<file path="src/rtl/register_file_mp.sv">
// Multi-port integer register file: NUM_READ_PORTS combinational reads, two write
// lanes (lane 1 wins on conflict), optional write-to-read bypass, and a clear sweep.
module register_file_mp #(
  parameter int XLEN           = 32,
  parameter int REG_ADDR_WIDTH = 5,
  parameter int NUM_READ_PORTS = 2,
  parameter int BYPASS         = 1
) (
  input  logic                                     i_Clock,
  input  logic                                     i_Reset_N,
  input  logic                                     i_Enable,
  input  logic                                     i_Clear,
  input  logic [NUM_READ_PORTS*REG_ADDR_WIDTH-1:0] i_Read_Addr,
  output logic [NUM_READ_PORTS*XLEN-1:0]           o_Read_Data,
  input  logic                                     i_Write_Enable_0,
  input  logic [REG_ADDR_WIDTH-1:0]                i_Write_Addr_0,
  input  logic [XLEN-1:0]                          i_Write_Data_0,
  input  logic                                     i_Write_Enable_1,
  input  logic [REG_ADDR_WIDTH-1:0]                i_Write_Addr_1,
  input  logic [XLEN-1:0]                          i_Write_Data_1,
  output logic                                     o_Busy,
  output logic                                     o_Write_Collision,
  output logic                                     o_State
);

  localparam int                  DEPTH    = 1 << REG_ADDR_WIDTH;
  localparam [REG_ADDR_WIDTH-1:0] LAST_IDX = REG_ADDR_WIDTH'(DEPTH - 1);
  localparam [REG_ADDR_WIDTH-1:0] ONE_IDX  = REG_ADDR_WIDTH'(1);

  typedef enum logic {
    ST_IDLE  = 1'b0,
    ST_CLEAR = 1'b1
  } state_t;

  state_t                    state, state_nxt;
  logic [REG_ADDR_WIDTH-1:0] clear_idx, clear_idx_nxt;
  logic                      collision_nxt;
  logic                      active;
  logic                      wr0_act, wr1_act;
  logic [XLEN-1:0]           registers [DEPTH];

  // Writes and reads are only live in IDLE with the block enabled.
  assign active  = (state == ST_IDLE) && i_Enable;
  assign wr0_act = active && i_Write_Enable_0 && (i_Write_Addr_0 != '0);
  assign wr1_act = active && i_Write_Enable_1 && (i_Write_Addr_1 != '0);

  assign o_Busy  = (state == ST_CLEAR);
  assign o_State = state;

  always_comb begin
    state_nxt     = state;
    clear_idx_nxt = clear_idx;
    collision_nxt = wr0_act && wr1_act && (i_Write_Addr_0 == i_Write_Addr_1);
    case (state)
      ST_CLEAR: begin
        clear_idx_nxt = clear_idx + ONE_IDX;
        if (clear_idx == LAST_IDX) begin
          state_nxt = ST_IDLE;
        end
      end
      default: begin
        if (i_Enable && i_Clear) begin
          state_nxt     = ST_CLEAR;
          clear_idx_nxt = ONE_IDX;
        end
      end
    endcase
  end

  always_ff @(posedge i_Clock or negedge i_Reset_N) begin
    if (!i_Reset_N) begin
      state             <= ST_CLEAR;
      clear_idx         <= ONE_IDX;
      o_Write_Collision <= 1'b0;
    end else begin
      state             <= state_nxt;
      clear_idx         <= clear_idx_nxt;
      o_Write_Collision <= collision_nxt;
    end
  end

  // Storage has no reset; the sweep is what makes it deterministic.
  always_ff @(posedge i_Clock) begin
    if (state == ST_CLEAR) begin
      registers[clear_idx] <= '0;
    end else begin
      if (wr0_act) registers[i_Write_Addr_0] <= i_Write_Data_0;
      if (wr1_act) registers[i_Write_Addr_1] <= i_Write_Data_1;
    end
  end

  for (genvar k = 0; k < NUM_READ_PORTS; k++) begin : g_read
    logic [REG_ADDR_WIDTH-1:0] ra;
    logic [XLEN-1:0]           rd;

    assign ra = i_Read_Addr[k*REG_ADDR_WIDTH +: REG_ADDR_WIDTH];

    always_comb begin
      rd = '0;
      if (active && (ra != '0)) begin
        if ((BYPASS != 0) && wr1_act && (i_Write_Addr_1 == ra)) begin
          rd = i_Write_Data_1;
        end else if ((BYPASS != 0) && wr0_act && (i_Write_Addr_0 == ra)) begin
          rd = i_Write_Data_0;
        end else begin
          rd = registers[ra];
        end
      end
    end

    assign o_Read_Data[k*XLEN +: XLEN] = rd;
  end

endmodule

</file>
<file path="config.mk">
export PLATFORM = sky130hd
export DESIGN_NAME = register_file_mp
export DESIGN_NICKNAME = d
export VERILOG_FILES = /design/src/rtl/register_file_mp.sv
export SDC_FILE = /design/constraint.sdc
export NUM_CORES = 2
export LEC_CHECK = 0
export CORE_ASPECT_RATIO = 1.5
export CORE_MARGIN = 1.5
export CORE_UTILIZATION = 50
export CTS_CLUSTER_SIZE = 16
export DETAILED_ROUTE_END_ITERATION = 8
export GPL_TIMING_DRIVEN = 0
export HOLD_SLACK_MARGIN = 0.06
export PLACE_DENSITY = 0.73
export SETUP_SLACK_MARGIN = 0.1
export SLEW_MARGIN = 30
export SYNTH_ARGS = -nofsm -noshare
export SYNTH_HDL_FRONTEND = slang
export SYNTH_SLANG_ARGS = --single-unit
</file>
<file path="constraint.sdc">
create_clock -name i_Clock -period 3.7 [get_ports i_Clock]
set_clock_uncertainty 0.2 [all_clocks]
set_input_delay 0.37 -clock i_Clock [delete_from_list [all_inputs] [get_ports i_Clock]]
set_output_delay 0.37 -clock i_Clock [all_outputs]
set_load 0.1 [all_outputs]
</file>
==> impl_metrics.env <==
export IMPL_status="finished, violations left"
export IMPL_violations="DRC, setup timing"
export IMPL_worstHoldPathType="primary input to flop"
export IMPL_maxCapViolCount=0
export IMPL_hold_viol=0
export IMPL_avgRoutedWirePerCell_um=37.2
export IMPL_final_setup_viol_count=42
export IMPL_grt_ovfl_total=0
export IMPL_antenna_found_initial=18
export IMPL_reg2reg_slack_ps=-10
export IMPL_grtUsageTotal=0.467
export IMPL_syn_to_final_growth_pct=22.5
export IMPL_cellPowerDensity_mw_per_mm2=472
export IMPL_die_h_um=428
export IMPL_numCtsBuffers=97
export IMPL_period_share=1.06
export IMPL_report_final_slew_viol_count=0
export IMPL_cts_root_buffer="clkbuf_16"
export IMPL_cts_tree="yes"
export IMPL_drc=65
export IMPL_yosys_warnings=0
export IMPL_startpoint="i_Read_Addr[2]"
export IMPL_cts_buffer_depth=3
export IMPL_ys_seq_area_frac=0.514
export IMPL_clk_pin_slew_worst_paths_ps=70
export IMPL_syn_area_mm2=0.0602
export IMPL_leakage_nw=26.3
export IMPL_start_util=0.505
export IMPL_fin_crit_ps=3930
export IMPL_gp_congestion=1.09
export IMPL_grt_start_max_net_pins=19
export IMPL_critPathArrivalTime_ps=3360
export IMPL_crit_path_end="o_Read_Data[9]"
export IMPL_syn_nets=5914
export IMPL_die_area_mm2=0.123
export IMPL_required_ps=3130
export IMPL_p_total_mw=34.8
export IMPL_grt_pass1_wl_mm=396
export IMPL_slew_headroom=0.219
export IMPL_core_mm2=0.119
export IMPL_num_fill_cells=9603
export IMPL_synth_cell_type_count=56
export IMPL_finalInstanceArea_mm2=0.0738
export IMPL_detail_route_antenna_nets=0
export IMPL_dp_cells=7577
export IMPL_min_path_cells=4
export IMPL_placed_cell_area_mm2=0.0658
export IMPL_r2r_cells=7
export IMPL_cts_max_level=3
export IMPL_io_pins=157
export IMPL_drive_gt1_frac=0.197
export IMPL_worst_slack_ps=-234
export IMPL_critPathCaptureType="output pin"
export IMPL_crit_fanout=10
export IMPL_layout_nets=6317
export IMPL_irDropWorstVdd_uv=391
export IMPL_viasPerCell=7.12
export IMPL_netlist_instances=5822
export IMPL_dieWidth_um=286
export IMPL_worstMarginPinSlew_ps=1170
export IMPL_syn_avg_cell_area_um2=10.3
export IMPL_synth_top_flop_cell="edfxtp_1"
export IMPL_rows=155
export IMPL_synth_edf_count=1024
export IMPL_ys_ff_latch=1031
export IMPL_cts_sinks=1031
export IMPL_crit_type="primary input to output pin"
export IMPL_fin_util=0.618
export IMPL_num_vias=56200
export IMPL_io_buffers=110
export IMPL_first_iter_violations=9698
export IMPL_async_flop_share=0.00679
export IMPL_start_kind="primary input"
export IMPL_worstSkewPairLatency_ps=760
export IMPL_rsz0062_at_grt="yes"
export IMPL_max_freq_ghz=0.254
export IMPL_timing_rr_end="registers[7][1]$_DFFE_PP_"
export IMPL_first_pass_iters=9
export IMPL_instances_no_fill=7885
export IMPL_place_hpwl_mm=218
export IMPL_timing_rr_start="o_Busy$_DFF_PN1_"
export IMPL_first_global_vias=54400
export IMPL_wl_mm=293
==> timing repair <==
action,CTS,global route
cloned,5,1
setup buffers,49,35
endpoints found under the setup margin,772,585
hold endpoints to repair,69,0
pin swaps,108,99
hold buffers,34,0
resized for setup,1109,423
==> worst min path at each step <==
stage | startpoint | endpoint | slack (ps)
final | i_Write_Addr_0[2] | o_Write_Collision$_DFF_PN0_ | 160
after global routing | i_Write_Addr_0[2] | o_Write_Collision$_DFF_PN0_ | 170
after CTS | i_Write_Addr_0[2] | o_Write_Collision$_DFF_PN0_ | 140
after detailed placement | clear_idx[0]$_DFFE_PN1P_ | clear_idx[0]$_DFFE_PN1P_ | 380
after global placement | clear_idx[0]$_DFFE_PN1P_ | clear_idx[0]$_DFFE_PN1P_ | 360
after floorplan | i_Reset_N | clear_idx[1]$_DFFE_PN0P_ | -130
==> registers in the layout, indices dropped and copies added (netlist names) <==
| name | count |
|---|---|
| o_Busy | 1 |
| o_Write_Collision | 1 |
| registers | 1024 |
| clear_idx | 5 |
==> layout make-up <==
class                      instances  area [µm²]  area share
sequential                      1031       30900       0.419
clock buffer                     111        2520      0.0342
timing repair buffer             305        4360      0.0591
inverter                          34         128     0.00173
antenna                           10        25.0    0.000339
tap                             1570        1960      0.0266
buffer                           682        3590      0.0487
clock inverter                    68         793      0.0108
multi-input combinational       4074       29500       0.399
==> cells in the mapped netlist (all sizes together), types with 2 or more instances <==
cell	number	area share
nor3	5	0.00042
xor2	18	0.0026
ha	2	0.00042
nand4bb	6	0.0011
o2111ai	2	0.00029
a22o	3	0.00044
mux2i	814	0.14
inv	34	0.0021
clkbuf	570	0.036
nand3b	9	0.0011
a2111oi	2	0.00029
nand2b	6	0.00062
mux4	139	0.052
or2	3	0.00031
o21ai	1157	0.096
nor4	63	0.0065
nand2	1174	0.073
dfrtp	5	0.0021
or4b	2	0.00033
buf	115	0.0096
dfstp	2	0.00087
xnor2	9	0.0013
or3	2	0.00021
a22oi	125	0.016
nor2b	7	0.00073
a21oi	2	0.00017
nand4	4	0.00052
nor2	141	0.0088
or4	2	0.00031
o22ai	280	0.029
and2	3	0.00031
and3	4	0.00042
edfxtp	1024	0.51
nand4b	8	0.0012
o31ai	33	0.0042
nand3	39	0.0033
==> worst max-delay path: stages <==
cell	delay [ps]
clkbuf_4	320
buf_2	340
buf_4	300
mux2i_1	390
o22ai_1	220
nor4_4	590
o21ai_0	220
nor2_2	280
o31ai_4	110
buf_12	170
==> kinds of logic after synthesis <==
logic type                 synth area share
AOI/OAI and AO/OA                     0.147
buffers and inverters                0.0478
and+or+nand+nor                      0.0999
adders and majority gates          0.000416
DFF                                   0.514
xor gates and xnor gates            0.00393
muxes                                 0.187
==> layout by cell type, fill, tap and decap left out, types with 10 or more instances in the layout <==
cell and n:
nor4_4 46, clkbuf_2 144, buf_6 21, edfxtp_1 1024, o22ai_2 25, buf_8 59, o21ai_4 32, inv_1 34
clkinv_2 20, clkbuf_4 52, o22ai_1 223, clkinv_1 13, o21ai_2 63, o31ai_4 32, a22oi_1 125, mux4_2 139
buf_2 75, xor2_1 18, clkbuf_1 347, clkbuf_16 107, buf_4 94, o21ai_1 27, mux2i_1 814, nor2_1 29
o21ai_0 1035, buf_16 21, nor4_2 17, nand3_1 37, o22ai_4 32, nand2_1 1169, buf_12 83, clkdlybuf4s50_1 41
nor2_2 75, nor2_4 37, dlygate4sd3_1 34, diode_2 10, bufinv_16 15
==> metal layers <==
layer | share of wire | global-route usage | vias up
met5 | 0.0017 | 0.0226 | -
met4 | 0.11 | 0.403 | 18
met3 | 0.14 | 0.186 | 1720
met2 | 0.44 | 0.699 | 5210
met1 | 0.31 | 0.513 | 26800
li1 | - | - | 22400
==> power by group <==
group	internal, mW	switching, mW
Combinational	2.97	5.67
Clock	5.98	4.94
Sequential	14.6	0.712
==> per-stage QoR <==
step	hold slack, ps	worst slack [ps]	TNS [ps]
6_report	163	-234	-3540
3_5_place_dp	382	-2400	-791170
2_1_floorplan	-126	-562	-291460
4_1_cts	142	-119	-3190
3_3_place_gp	365	-3720	-2495760
5_1_grt	169	-125	-1890
(Power assumes the default switching activity.)
